**src/rtl/gyro_integrator.sv**
```systemverilog
// gyro_integrator: turns raw signed angular-rate samples into wrapped
// pitch/roll/yaw angles in whole degrees (0-359).
// Data path: fixed-rate sampling, startup zero-rate bias calibration,
// deadband, then integration with an exact fractional-degree remainder.
// Handshake: valid_out is a one-cycle pulse on every edge that commits new
// angles; there is no back-pressure. Inputs are level-sampled on tick edges.
module gyro_integrator #(
  parameter int SAMPLE_PERIOD = 100000,
  parameter int CAL_LOG2      = 8,
  parameter int DEADBAND      = 40,
  parameter int UNITS_PER_DEG = 131000
) (
  input  logic               clk_in,
  input  logic               rst_in,
  input  logic signed [15:0] gx,
  input  logic signed [15:0] gy,
  input  logic signed [15:0] gz,
  input  logic               zero_in,
  input  logic               recal_in,
  output logic [8:0]         pitch,
  output logic [8:0]         roll,
  output logic [8:0]         yaw,
  output logic               valid_out,
  output logic               calibrating_out,
  output logic               dbg_state_out
);

  localparam int CW = (SAMPLE_PERIOD > 1) ? $clog2(SAMPLE_PERIOD) : 1;
  localparam int SW = 16 + CAL_LOG2;
  // Remainder plus one signed 17-bit rate must fit: UNITS_PER_DEG > 65535
  // means two extra bits over the remainder range are enough.
  localparam int FW = $clog2(UNITS_PER_DEG) + 2;

  localparam logic [CW-1:0]         TICK_LAST = CW'(SAMPLE_PERIOD - 1);
  localparam logic [CAL_LOG2-1:0]   CAL_LAST  = '1;
  localparam logic signed [16:0]    DB_P      = 17'(DEADBAND);
  localparam logic signed [16:0]    DB_N      = -DB_P;
  localparam logic signed [FW-1:0]  UPD       = FW'(UNITS_PER_DEG);
  localparam logic [8:0]            DEG_MAX   = 9'd359;

  typedef enum logic {
    ST_CAL = 1'b0,
    ST_RUN = 1'b1
  } state_t;

  state_t                r_state;
  state_t                w_state_nxt;
  logic                  w_cal_done;
  logic                  w_capture;
  logic                  w_zero;
  logic                  w_commit;

  logic [CW-1:0]         r_tick_cnt;
  logic                  w_tick;
  logic [CAL_LOG2-1:0]   r_cal_cnt;

  logic signed [15:0]    w_in       [3];
  logic signed [SW-1:0]  r_sum      [3];
  logic signed [SW-1:0]  w_sum_add  [3];
  logic signed [SW-1:0]  w_bias_full[3];
  logic signed [15:0]    r_bias     [3];

  logic                  r_s1_vld;
  logic signed [15:0]    r_raw      [3];
  logic                  r_s2_vld;
  logic signed [16:0]    w_diff     [3];
  logic signed [16:0]    w_d_db     [3];
  logic signed [16:0]    r_d        [3];

  logic signed [FW-1:0]  w_f        [3];
  logic signed [FW-1:0]  w_frac_nxt [3];
  logic [8:0]            w_deg_nxt  [3];
  logic signed [FW-1:0]  r_frac     [3];
  logic [8:0]            r_deg      [3];
  logic                  r_valid;

  assign w_in[0] = gx;
  assign w_in[1] = gy;
  assign w_in[2] = gz;
  assign w_tick  = (r_tick_cnt == TICK_LAST);

  // Free-running sample-rate counter; nothing but reset touches it.
  always_ff @(posedge clk_in or posedge rst_in) begin
    if (rst_in) r_tick_cnt <= '0;
    else if (w_tick) r_tick_cnt <= '0;
    else r_tick_cnt <= r_tick_cnt + CW'(1);
  end

  // FSM state register.
  always_ff @(posedge clk_in or posedge rst_in) begin
    if (rst_in) r_state <= ST_CAL;
    else r_state <= w_state_nxt;
  end

  // Next state and pipeline control; recal_in overrides everything.
  always_comb begin
    w_state_nxt = r_state;
    w_cal_done  = 1'b0;
    w_capture   = 1'b0;
    w_zero      = 1'b0;
    if (recal_in) begin
      w_state_nxt = ST_CAL;
    end else if (r_state == ST_CAL) begin
      if (w_tick && (r_cal_cnt == CAL_LAST)) begin
        w_state_nxt = ST_RUN;
        w_cal_done  = 1'b1;
      end
    end else begin
      w_capture = w_tick;
      w_zero    = zero_in;
    end
    w_commit = r_s2_vld && !recal_in && !w_zero;
  end

  // Calibration sums and the bias they produce (floor average).
  always_comb begin
    for (int i = 0; i < 3; i++) begin
      w_sum_add[i]   = r_sum[i] + SW'(w_in[i]);
      w_bias_full[i] = w_sum_add[i] >>> CAL_LOG2;
    end
  end

  // Accumulate during CAL; on the last calibration tick latch the bias.
  always_ff @(posedge clk_in or posedge rst_in) begin
    if (rst_in) begin
      r_cal_cnt <= '0;
      for (int i = 0; i < 3; i++) begin
        r_sum[i]  <= '0;
        r_bias[i] <= '0;
      end
    end else if (recal_in) begin
      r_cal_cnt <= '0;
      for (int i = 0; i < 3; i++) r_sum[i] <= '0;
    end else if ((r_state == ST_CAL) && w_tick) begin
      if (w_cal_done) begin
        r_cal_cnt <= '0;
        for (int i = 0; i < 3; i++) begin
          r_sum[i]  <= '0;
          r_bias[i] <= w_bias_full[i][15:0];
        end
      end else begin
        r_cal_cnt <= r_cal_cnt + CAL_LOG2'(1);
        for (int i = 0; i < 3; i++) r_sum[i] <= w_sum_add[i];
      end
    end
  end

  // Bias removal and deadband for the S2 stage.
  always_comb begin
    for (int i = 0; i < 3; i++) begin
      w_diff[i] = 17'(r_raw[i]) - 17'(r_bias[i]);
      if ((w_diff[i] <= DB_P) && (w_diff[i] >= DB_N)) w_d_db[i] = '0;
      else w_d_db[i] = w_diff[i];
    end
  end

  // S1 capture and S2 bias-corrected rate; recal_in flushes both.
  always_ff @(posedge clk_in or posedge rst_in) begin
    if (rst_in) begin
      r_s1_vld <= 1'b0;
      r_s2_vld <= 1'b0;
      for (int i = 0; i < 3; i++) begin
        r_raw[i] <= '0;
        r_d[i]   <= '0;
      end
    end else begin
      r_s1_vld <= w_capture;
      r_s2_vld <= r_s1_vld && !recal_in;
      for (int i = 0; i < 3; i++) begin
        if (w_capture) r_raw[i] <= w_in[i];
        if (r_s1_vld) r_d[i] <= w_d_db[i];
      end
    end
  end

  // S3 arithmetic: add the rate into the remainder, step at most one degree.
  always_comb begin
    for (int i = 0; i < 3; i++) begin
      w_f[i]        = r_frac[i] + FW'(r_d[i]);
      w_frac_nxt[i] = w_f[i];
      w_deg_nxt[i]  = r_deg[i];
      if (w_f[i] >= UPD) begin
        w_frac_nxt[i] = w_f[i] - UPD;
        w_deg_nxt[i]  = (r_deg[i] == DEG_MAX) ? 9'd0 : r_deg[i] + 9'd1;
      end else if (w_f[i][FW-1]) begin
        w_frac_nxt[i] = w_f[i] + UPD;
        w_deg_nxt[i]  = (r_deg[i] == 9'd0) ? DEG_MAX : r_deg[i] - 9'd1;
      end
    end
  end

  // S3 commit; zero_in wins over a commit on the same edge.
  always_ff @(posedge clk_in or posedge rst_in) begin
    if (rst_in) begin
      r_valid <= 1'b0;
      for (int i = 0; i < 3; i++) begin
        r_deg[i]  <= '0;
        r_frac[i] <= '0;
      end
    end else begin
      r_valid <= w_commit;
      for (int i = 0; i < 3; i++) begin
        if (w_zero) begin
          r_deg[i]  <= '0;
          r_frac[i] <= '0;
        end else if (w_commit) begin
          r_deg[i]  <= w_deg_nxt[i];
          r_frac[i] <= w_frac_nxt[i];
        end
      end
    end
  end

  assign pitch           = r_deg[0];
  assign roll            = r_deg[1];
  assign yaw             = r_deg[2];
  assign valid_out       = r_valid;
  assign calibrating_out = (r_state == ST_CAL);
  assign dbg_state_out   = (r_state == ST_RUN);

endmodule

```
**config.mk**
```make
export PLATFORM = sky130hd
export DESIGN_NAME = gyro_integrator
export DESIGN_NICKNAME = d
export VERILOG_FILES = /design/src/rtl/gyro_integrator.sv
export SDC_FILE = /design/constraint.sdc
export NUM_CORES = 1
export LEC_CHECK = 0
export ABC_CLOCK_PERIOD_IN_PS = 12600
export BUFFER_PORTS_ARGS = -buffer_cell sky130_fd_sc_hd__buf_2
export CAP_MARGIN = 15
export CORE_ASPECT_RATIO = 0.8
export CORE_MARGIN = 3
export CORE_UTILIZATION = 60
export DETAILED_ROUTE_END_ITERATION = 6
export HOLD_SLACK_MARGIN = 0.1
export MAX_ROUTING_LAYER = met4
export PLACE_DENSITY = 0.88
export REMOVE_ABC_BUFFERS = 1
export SETUP_SLACK_MARGIN = 0.02
export SYNTH_ARGS = -nofsm -noshare
export SYNTH_HDL_FRONTEND = slang
export SYNTH_SLANG_ARGS = --single-unit
```
**constraint.sdc**
```tcl
create_clock -name clk_in -period 12.6 [get_ports clk_in]
set_input_delay 2.52 -clock clk_in [delete_from_list [all_inputs] [get_ports clk_in]]
set_output_delay 2.52 -clock clk_in [all_outputs]
set_load 0.01 [all_outputs]
```
==> results.md <==
- Clock network power share: 45.8%
- Clock Sinks: 332
- Worst r2r src: r_d[34]$_DFFE_PP0P_
- P_sw: 605 uW
- Worst setup path class: in2reg
- Ys Warns: 0
- Critical Path Max Stage Delay: 0.41 ns
- Peak supply drop: 0.0927 mV
- R2r setup slk: 7.34 ns
- Crit Path Max Fanout: 3
- First-pass GRT wire length: 108000 um
- Reg2reg path depth: 14
- Worst EP arrival: 5.80 ns
- PortBufs: 81
- Rel. slew slack: 23.8%
- DPL Wire Length: 46700 um
- Layout cells sized above 1: 9.42%
- FFs w/ async S/R, synth: 100%
- Filler cells: 3144
- Worst Hold Depth: 1
- Sequential area share after synthesis: 34.5%
- Vias: 21777
- Status: completed
- Total global routing overflow: 0
- Vias in the first global route: 21147
- Top cells by area, synth: dfrtp_1 34%, ha_1 9.6%, nand2_1 4.4%, xnor2_1 4.2%, o21ai_0 4.2%
- Reg-to-Reg End: r_frac[47]$_DFFE_PP0P_
- Register share of total power: 45.6%
- Final period util: 43.1%
- Most frequent cell after synthesis: dfrtp_1
- Hold Path Class: reg2reg
- Post-synthesis mux area share: 3.48%
- Post-CTS Hold Buffers: 0
- Synth Area in XOR/XNOR: 6.72%
- Worst slew pin tran: 1.14 ns
- Setup repair bufs after CTS: 0
- Post-CTS resize count: 0
- H-tree levels: 2
- Total power: 2390 uW
- Post-Layout Inst Area: 0.0262 sq mm
- DRC viols: 0
- Worst-path cell chain: buf_2, ha_1, fa_1, a21o_1, a21o_1, a21oi_1, o21ai_0, a221oi_1, a21oi_1, a21oi_1, o21ai_0, a41oi_1, mux2i_1, o21ai_0
- Adder-Cell Fraction of Synth Area: 10.3%
- RSZ-0062 raised after global routing: no
- Die Area: 0.0426 sq mm
- Worst Min Path Start: r_tick_cnt[0]$_DFF_PP0_
- Core area: 0.0395 sq mm
- Most frequent cells after synthesis: 332 x dfrtp_1, 281 x nand2_1, 200 x o21ai_0, 195 x nor2_1, 185 x ha_1
- Die H: 185 um
- Setup TNS: 0 ns
- Final WS setup: 7.17 ns
- Drt pass-1 iters: 6
- Complex-gate fraction of the synthesized area: 23.4%
- Drt total wl: 65900 um
- Switching Fraction: 25.4%
- Initial Util: 61.0%
- Final hold violation count: 0
- Hold EP: r_tick_cnt[0]$_DFF_PP0_
- Die width: 230 um
- CTS Buf Count: 37
- Crit end category: flop
- Clock transition at path regs: 0.06 ns
- Crit path time final: 5.43 ns
- Antenna violations before repair: 1
- Worst EP required: 12.97 ns
- Placer Congestion: 0.942
- Simple logic cell fraction of the synthesized area: 17.9%
- Synth Register Bits: 332
- Worst-skew pair later-pin latency: 0.55 ns
- Fmax: 184 MHz
- Setup Viol. Count Final: 0
- Post-synthesis cell area: 0.0241 sq mm
- Worst Skew: 0.0261 ns
- Synthesized netlist cell count: 2736
- CP max stage cell: fa_1
- TritonCTS clock tree: yes
- Hold Slack: 0.486 ns
- Int Pwr: 1780 uW
- DP Area: 0.0250 sq mm
- Max Cap Viol: 0
- CP Launch Type: primary input
- Routed Antenna Nets: 0
- Pleak: 0.0125 uW
- Clock Tree Buf Depth: 3
- Setup WS pre-CTS: 6.76 ns
- Combinational share of power: 8.5%
- Nets: 3021
- Post-synth top flop: dfrtp_1
- Area leader, netlist: dfrtp_1
- GRT Util Overall: 31.4%
- Count of different cell masters after synthesis: 93
- Site row count: 65
- Largest net degree at the start of global routing: 107
- PD cells: 91.1 mW/mm^2
- IO Pins: 82
- DR iter-0 viols: 2062
- Largest family of logic cells by synthesized area: compound AO/OA/AOI/OAI gates
- DR WL/cell: 19.7 um
- Area delta synth->final: 8.70%
- Drt via density: 6.52
- Share of the synthesized area in the top cell type: 34.5%
- Clock root buffer: clkbuf_16
- CP Buf/Inv Count: 1
- Syn Area/Cell: 8.81 sq um
- Crit path max-delay family: compound AO/OA/AOI/OAI gates
- EDFF count, synth: 0
- Fin. max-slew vios: 0
how the worst max path moves through the flow:
stage                         from                       to  slack [ns]  cells after the start
2_1_floorplan               rst_in  dbg_state_out$_DFF_PP0_        0.88                      1
3_3_place_gp                 gx[0]    r_sum[70]$_DFFE_PP0P_        6.83                     14
3_5_place_dp                 gx[0]    r_sum[70]$_DFFE_PP0P_        6.76                     14
4_1_cts                      gx[0]    r_sum[70]$_DFFE_PP0P_        7.28                     14
5_1_grt        r_d[34]$_DFFE_PP0P_   r_frac[47]$_DFFE_PP0P_        6.95                     14
6_report                     gx[0]    r_sum[70]$_DFFE_PP0P_        7.17                     14
kinds of logic (layout without fill, tap and decap cells):
logic type,count (synthesis),count (layout)
AOI/OAI and AO/OA,823,823
xor gates and xnor gates,185,185
adders and majority gates,194,194
buffers and inverters,235,302
DFF,332,332
muxes,76,76
other,0,1
and+or+nand+nor,891,891
area by class of cell:
type	count	area, sq um	area share (%)
timing repair buffer	103	571	2.18
antenna	1	2.50	0.00955
sequential	332	8310	31.7
inverter	132	503	1.92
multi-input combinational	2169	14900	57.0
clock inverter	18	198	0.754
clock buffer	49	1010	3.86
tap	536	671	2.56
layer usage:
metal | track usage, % | part of all wire (%)
met4 | 9.15 | 2.7
met1 | 42.9 | 44
met5 | - | 0
met3 | 4.77 | 8.4
met2 | 48.8 | 45
cell usage in the layout (no fill, tap or decap), drive strengths merged, types with 21 or more instances in the layout:
cell,instances
xor2,70
o21ai,206
or3,33
nand3,87
a21o,54
and2,25
o211ai,21
o21a,37
nand2b,36
a22o,72
ha,185
mux2,52
and3,25
a31oi,28
mux2i,23
o31ai,22
inv,133
nand2,281
nor2b,31
a21oi,140
buf,103
a211oi,26
nor2,196
nor3,73
o2bb2ai,33
dfrtp,332
clkbuf,49
xnor2,115
sequential cells by signal (all words and copies together) (netlist names):
name / cells
r_sum: 72
pitch: 9
r_tick_cnt: 17
r_s2_vld: 1
r_frac: 57
valid_out: 1
dbg_state_out: 1
roll: 9
yaw: 9
r_bias: 48
r_raw: 48
r_s1_vld: 1
r_cal_cnt: 8
r_d: 51
power by group through the flow:
| stage | registers [uW] | logic [uW] | clock network (uW) |
|---|---|---|---|
| after floorplan | 1110 | 140 | 0 |
| after global placement | 1110 | 191 | 0 |
| after detailed placement | 1110 | 199 | 0 |
| after CTS | 1090 | 201 | 1110 |
| after global routing | 1090 | 226 | 1150 |
| final | 1090 | 204 | 1090 |
per-stage QoR:
stage	utilization [%]	cells
2_1_floorplan	-	2633
3_3_place_gp	63.2	3272
3_5_place_dp	63.2	3272
4_1_cts	66.3	3339
5_1_grt	66.3	3340
6_report	66.3	3340
No activity file was read; power rests on OpenSTA's default activity.
